### src/rtl/reg_arb_pkg.sv
// Shared types and defaults for the two-port register bank arbiter.
package reg_arb_pkg;

  localparam int DEF_DATA_W   = 8;
  localparam int DEF_ADDR_W   = 3;
  localparam int DEF_MAX_HOLD = 4;

  // Port indices: 0 = CPU datapath, 1 = I/O / loader.
  localparam int PORT0 = 0;
  localparam int PORT1 = 1;

  typedef enum logic [1:0] {
    ST_IDLE = 2'd0,
    ST_OWN0 = 2'd1,
    ST_OWN1 = 2'd2
  } arb_state_e;

  // Ownership state for a given port index.
  function automatic arb_state_e own_state(input logic port);
    return port ? ST_OWN1 : ST_OWN0;
  endfunction

endpackage

### src/rtl/reg_bank.sv
// Array of DATA_W-bit registers with one synchronous write/read port.
// The read data is registered; clr zeroes every register and the read latch.
module reg_bank
  import reg_arb_pkg::*;
#(
  parameter int DATA_W = DEF_DATA_W,
  parameter int ADDR_W = DEF_ADDR_W
) (
  input  logic              clk,
  input  logic              clr,
  input  logic              we,
  input  logic              re,
  input  logic [ADDR_W-1:0] addr,
  input  logic [DATA_W-1:0] wdata,
  output logic [DATA_W-1:0] rdata
);

  localparam int DEPTH = 2 ** ADDR_W;

  logic [DATA_W-1:0] regs [DEPTH];

  // Register array update and registered read.
  always_ff @(posedge clk) begin
    if (clr) begin
      for (int i = 0; i < DEPTH; i++) begin
        regs[i] <= '0;
      end
      rdata <= '0;
    end else begin
      if (we) begin
        regs[addr] <= wdata;
      end
      if (re) begin
        rdata <= regs[addr];
      end
    end
  end

endmodule

### src/rtl/reg_bank_arbiter.sv
// Round-robin arbiter sharing one register bank between two ports.
// Handshake: a port raises req and waits for gnt (one cycle after the sampled
// req at best); every cycle with gnt & req is one access. Writes commit at that
// edge; a read pulses rvalid for the following cycle with rdata, and rdata holds
// afterwards. lock asks to keep ownership after the access; if the other port is
// waiting, a locked owner is limited to MAX_HOLD consecutive accesses.
module reg_bank_arbiter
  import reg_arb_pkg::*;
#(
  parameter int DATA_W   = DEF_DATA_W,
  parameter int ADDR_W   = DEF_ADDR_W,
  parameter int MAX_HOLD = DEF_MAX_HOLD
) (
  input  logic              clk,
  input  logic              clr,
  input  logic              req0,
  input  logic              lock0,
  input  logic              we0,
  input  logic [ADDR_W-1:0] addr0,
  input  logic [DATA_W-1:0] wdata0,
  output logic              gnt0,
  output logic              rvalid0,
  output logic [DATA_W-1:0] rdata0,
  input  logic              req1,
  input  logic              lock1,
  input  logic              we1,
  input  logic [ADDR_W-1:0] addr1,
  input  logic [DATA_W-1:0] wdata1,
  output logic              gnt1,
  output logic              rvalid1,
  output logic [DATA_W-1:0] rdata1,
  output logic [1:0]        dbg_state
);

  localparam int HOLD_W = (MAX_HOLD > 1) ? $clog2(MAX_HOLD) : 1;
  localparam logic [HOLD_W-1:0] HOLD_LAST = HOLD_W'(MAX_HOLD - 1);

  arb_state_e        state, state_nx;
  logic              last, last_nx;
  logic [HOLD_W-1:0] hold, hold_nx;

  logic              owner;
  logic              cur_req, cur_lock, cur_we, oth_req;
  logic              access0, access1, access;
  logic              rel;
  logic              bank_we, bank_re;
  logic [ADDR_W-1:0] bank_addr;
  logic [DATA_W-1:0] bank_wdata, bank_rdata;
  logic [DATA_W-1:0] rdata0_q, rdata1_q;

  // Owner-relative view of the request lines; only meaningful in OWN0/OWN1.
  assign owner      = (state == ST_OWN1) ? 1'(PORT1) : 1'(PORT0);
  assign cur_req    = owner ? req1  : req0;
  assign cur_lock   = owner ? lock1 : lock0;
  assign cur_we     = owner ? we1   : we0;
  assign oth_req    = owner ? req0  : req1;
  assign access0    = (state == ST_OWN0) && req0;
  assign access1    = (state == ST_OWN1) && req1;
  assign access     = access0 || access1;

  // The non-owner's inputs never reach the bank.
  assign bank_we    = access && cur_we;
  assign bank_re    = access && !cur_we;
  assign bank_addr  = owner ? addr1  : addr0;
  assign bank_wdata = owner ? wdata1 : wdata0;

  assign gnt0      = (state == ST_OWN0);
  assign gnt1      = (state == ST_OWN1);
  assign dbg_state = state;

  // While rvalid is high the fresh bank read is forwarded; otherwise the
  // port shows the last value it read.
  assign rdata0 = rvalid0 ? bank_rdata : rdata0_q;
  assign rdata1 = rvalid1 ? bank_rdata : rdata1_q;

  reg_bank #(
    .DATA_W(DATA_W),
    .ADDR_W(ADDR_W)
  ) u_bank (
    .clk  (clk),
    .clr  (clr),
    .we   (bank_we),
    .re   (bank_re),
    .addr (bank_addr),
    .wdata(bank_wdata),
    .rdata(bank_rdata)
  );

  // Next state, priority pointer and hold count.
  always_comb begin
    state_nx = state;
    last_nx  = last;
    hold_nx  = hold;
    rel      = 1'b0;
    case (state)
      ST_IDLE: begin
        if (req0 && req1) begin
          state_nx = own_state(!last);
        end else if (req0) begin
          state_nx = ST_OWN0;
        end else if (req1) begin
          state_nx = ST_OWN1;
        end
      end
      ST_OWN0, ST_OWN1: begin
        rel = !cur_req || !cur_lock || (oth_req && (hold == HOLD_LAST));
        if (rel) begin
          last_nx  = owner;
          hold_nx  = '0;
          state_nx = oth_req ? own_state(!owner) : ST_IDLE;
        end else if (hold != HOLD_LAST) begin
          hold_nx = hold + 1'b1;
        end
      end
      default: state_nx = ST_IDLE;
    endcase
  end

  // Arbiter state register.
  always_ff @(posedge clk) begin
    if (clr) begin
      state <= ST_IDLE;
      last  <= 1'b1;
      hold  <= '0;
    end else begin
      state <= state_nx;
      last  <= last_nx;
      hold  <= hold_nx;
    end
  end

  // Read-valid pulses and per-port read-data hold registers.
  always_ff @(posedge clk) begin
    if (clr) begin
      rvalid0  <= 1'b0;
      rvalid1  <= 1'b0;
      rdata0_q <= '0;
      rdata1_q <= '0;
    end else begin
      rvalid0 <= access0 && !we0;
      rvalid1 <= access1 && !we1;
      if (rvalid0) begin
        rdata0_q <= bank_rdata;
      end
      if (rvalid1) begin
        rdata1_q <= bank_rdata;
      end
    end
  end

endmodule

### config.mk
export PLATFORM = sky130hd
export DESIGN_NAME = reg_bank_arbiter
export DESIGN_NICKNAME = d
export VERILOG_FILES = /design/src/rtl/reg_arb_pkg.sv /design/src/rtl/reg_bank.sv /design/src/rtl/reg_bank_arbiter.sv
export SDC_FILE = /design/constraint.sdc
export NUM_CORES = 1
export LEC_CHECK = 0
export ABC_CLOCK_PERIOD_IN_PS = 6600
export BUFFER_PORTS_ARGS = -buffer_cell sky130_fd_sc_hd__buf_2
export CAP_MARGIN = 30
export CORE_UTILIZATION = 35
export DETAILED_ROUTE_END_ITERATION = 7
export PLACE_DENSITY_LB_ADDON = 0.25
export SLEW_MARGIN = 25
export SYNTH_ARGS = -nofsm -noshare
export SYNTH_HDL_FRONTEND = slang
export SYNTH_HIERARCHICAL = 1
export SYNTH_SLANG_ARGS = --single-unit
### constraint.sdc
create_clock -name clk -period 6.6 [get_ports clk]
set_input_delay 0.99 -clock clk [delete_from_list [all_inputs] [get_ports clk]]
set_output_delay 0.99 -clock clk [all_outputs]
set_load 0.01 [all_outputs]
==> impl_summary.txt <==
----------------------------------------------------
[Timing]
  Clock Skew ... between 0.007 and 0.008 ns
  Slew @ Worst Pin ... 0.5943 ns
  Final hold vios ... 0
  RSZ-0062 raised after global routing ... false
  Worst hold margin ... 0.5220 ns
  Aggregate negative setup slack ... 0 ns
  Final critical-path share of the clock period ... ~43%
  Number of setup violations in the final report ... 0
  Normalized max-slew margin ... 60.20%
  Number of max-slew violations in the final report ... 0
  Timing-limited maximum frequency ... 348.4 MHz
  Final worst path period need ... 2.870 ns

[Logic synthesis]
  Proportion of synthesized chip area in sequential cells ... 55.29%
  Syn Inst Count ... 362
  Total of warnings raised by yosys ... 6
  Most frequent cell after synthesis ... sky130_fd_sc_hd__and2_1
  Multiplexer share of the synthesized area ... 15.21%
  Post-synthesis xor/xnor area fraction ... 0%
  Synth Area in Adders ... under 10%
  Commonest register cell after synthesis ... sky130_fd_sc_hd__edfxtp_1
  Commonest cells in the synthesized netlist ... sky130_fd_sc_hd__and2_1 (65), sky130_fd_sc_hd__edfxtp_1 (64), sky130_fd_sc_hd__mux2_2 (43)
  Post-synthesis share of cell area spent on and, or, nand and nor gates ... 17.96%
  Register bit total from synthesis ... 95
  Number of synthesized flops with an enable pin ... 64
  Average instance area after synthesis ... approximately 13 um2
  Ranking of synthesized cells by area ... sky130_fd_sc_hd__edfxtp_1 (42%), sky130_fd_sc_hd__dfxtp_1 (13%), sky130_fd_sc_hd__mux2_2 (11%)
  Fraction of registers with async set or reset after synthesis ... 0%
  Synth Net Count ... 398
  Total standard cell area after synthesis ... 4598 um2
  Combinational family with the most area after synthesis ... simple AND/OR/NAND/NOR gates
  Yosys top cell by area ... sky130_fd_sc_hd__edfxtp_1
  Synth cell types ... 45
  Synth Area in Compound Gates ... 6.966%
  Post-synth top area share ... 41.80%

[Drt]
  Via total after detailed routing ... 2,818
  Starting DRC count in detailed routing ... approximately 130
  Number of antenna-violating nets in the routed design ... 0
  Final routed wirelength across all metal layers ... 10,050 um
  Vias per cell ... 4.793
  DRC errors left ... 0
  First-pass detailed-route iteration total ... 4
  Average detailed-routed wire length per instance ... 17.08 um

[Clock network]
  Clock buffer depth ... 2
  CTS buffer count ... 9
  CTS Hold Buffers Added ... 0
  Clock latency on the worst-skew pair ... approximately 0.34 ns
  Clock tree from TritonCTS ... yes
  Total number of clock tree sinks ... 95
  Clock root cell ... sky130_fd_sc_hd__clkbuf_16
  Clock-pin slew of the registers on the worst-case setup and hold paths ... 0.07 ns
  Post-CTS setup-driven buffer insertion count ... 0
  Cells resized by post-CTS repair ... 0
  Count of H-tree levels built during CTS ... 3

[Power and ir drop]
  Switching part of the total ... 31.53%
  Net switching component of the power ... 0.0005234 W
  Leakage ... 2.075 nW
  Power share of the combinational group ... 28.4%
  Power share of the sequential group ... 42.5%
  Worst ir drop on vdd ... 126.8 uV
  Relative contribution of the clock network to total power ... just under 30%
  Internal Power ... 0.001137 W
  Pwr/cell area ... 314.9 nW/um2

[Layout]
  Share of cells above drive strength 1 ... 31.25%
  Layout area overhead ... 14.67%
  Nets ... ~450
  Antenna Cells ... 0

[Place]
  PortBufs ... 51
  Last weighted congestion value of the routability-driven placer ... 0.7910
  Post-detail-place hpwl ... around 7000 um

[Worst setup path]
  Class of the most critical setup path ... flop to flop
  Data arrival time of the critical path ... 2.90 ns
  Largest driver fanout on the critical path ... 17
  Data required time of the worst path ... between 6 and 7 ns
  CP startpoint kind ... flop
  Category of the worst setup path capture point ... flop

[Floorplan]
  Total Die Area ... roughly 14,000 um2
  Count of standard-cell rows ... 41
  Horiz. Die Dim ... 116.6 um
  Core footprint ... 12,720 um2
  Initial standard-cell utilization of the core ... 36.14%
  Die span in y ... ~120 um
  Ports placed on the boundary ... 52

[Global route]
  Number of global-route vias before repair ... about 2,800
  Global-route wire length before repair ... about 15,000 um
  Antenna violations before repair ... 0
  Total global-route track usage ... between 10% and 20%
  Maximum number of pins on one net before global-route repair ... 43
  Congestion Overflow GR ... 0

[Run]
  # Max-Cap Violations ... 0

[Hold path]
  Worst min-delay path class ... flop to flop

[Status]
  Run status ... completed

----------------------------------------------------
[layout by cell type, fill, tap and decap left out, types with 2 or more instances in the layout]
cell type                    count
sky130_fd_sc_hd__a2bb2oi_1       8
sky130_fd_sc_hd__a311oi_1        8
sky130_fd_sc_hd__and2_1         65
sky130_fd_sc_hd__buf_2          51
sky130_fd_sc_hd__buf_4           2
sky130_fd_sc_hd__clkbuf_16       9
sky130_fd_sc_hd__clkinvlp_2      2
sky130_fd_sc_hd__dfxtp_1        31
sky130_fd_sc_hd__edfxtp_1       64
sky130_fd_sc_hd__ha_1            6
sky130_fd_sc_hd__inv_1           5
sky130_fd_sc_hd__mux2_2         43
sky130_fd_sc_hd__mux2i_1        20
sky130_fd_sc_hd__nand2_1        13
sky130_fd_sc_hd__nand2b_1        2
sky130_fd_sc_hd__nand3b_1        2
sky130_fd_sc_hd__nor2_1         17
sky130_fd_sc_hd__nor2_4          2
sky130_fd_sc_hd__nor2b_1        18
sky130_fd_sc_hd__nor3_1          2
sky130_fd_sc_hd__o21a_1          8
sky130_fd_sc_hd__o21ai_0         3
sky130_fd_sc_hd__or2_2           8
[power groups by stage]
stage          logic, W  registers [W]  clock network (W)
3_5_place_dp   0.000463       0.000720                  0
5_1_grt        0.000511       0.000711           0.000520
3_3_place_gp   0.000461       0.000718                  0
2_1_floorplan  0.000359       0.000709                  0
6_report       0.000471       0.000706           0.000484
4_1_cts        0.000466       0.000706           0.000495
[routing by layer]
metal	vias to the layer above	GRT usage, %	wire (um)	share of wire [%]
met1	1350	20.30	4726	47
met4	0	4.473	113	1.1
met5	-	0	0	0
li1	1395	-	-	-
met2	62	26.19	4805	48
met3	11	3.788	400	4.0
[final cells by class]
type / count / area (um2)
Timing Repair Buffer: 54 / 297.8
Sequential cell: 95 / 2542
Clock inverter: 5 / 32.53
Inverter: 5 / 18.77
Multi-Input combinational cell: 246 / 1923
Clock buffer: 11 / 242.7
Tap cell: 172 / 215.2
Fill cell: 1266 / 7450
[critical path: stages (launching register included)]
cell	delay, ns
sky130_fd_sc_hd__dfxtp_1	0.34
sky130_fd_sc_hd__inv_1	0.14
sky130_fd_sc_hd__ha_1	0.31
sky130_fd_sc_hd__buf_4	0.30
sky130_fd_sc_hd__mux2_2	0.44
sky130_fd_sc_hd__or3b_4	0.49
sky130_fd_sc_hd__nor2_2	0.26
sky130_fd_sc_hd__or2_2	0.28
[per-stage QoR]
stage                     instances  setup WS, ns  area, um2  util (%)  power [W]
after floorplan                 362         3.844       4598         -   0.001068
after global placement          571         3.510       4967     39.04   0.001179
after detailed placement        571         3.435       4967     39.04   0.001182
after CTS                       587         3.603       5243     41.21   0.001668
after global routing            588         3.582       5273     41.44   0.001742
final                           588         3.730       5273     41.44   0.001660
[cell families after synthesis]
family          Yosys count
buf+inv                  21
fa+ha+maj                 6
compound gates           38
simple gates            138
flops                    95
mux                      64
[state kept, by name (all words and copies together) (netlist names)]
signal and flops:
rvalid1 1, u_bank/rdata 8, rdata0_q 8, rdata1_q 8, last 1, hold 2, u_bank/regs 64, rvalid0 1
dbg_state 2
[worst paths after layout]
| kind | end | depth (start not counted) | slack [ns] | start |
|---|---|---|---|---|
| max reg2reg | u_bank/regs[3][1] | 7 | 3.73 | dbg_state[0] |
| min reg2reg | u_bank/rdata[3] | 2 | 0.52 | u_bank/rdata[3] |
| min | u_bank/rdata[3] | 2 | 0.52 | u_bank/rdata[3] |
| max | u_bank/regs[3][1] | 7 | 3.73 | dbg_state[0] |
Note: power is estimated with default switching activity, not from simulation.
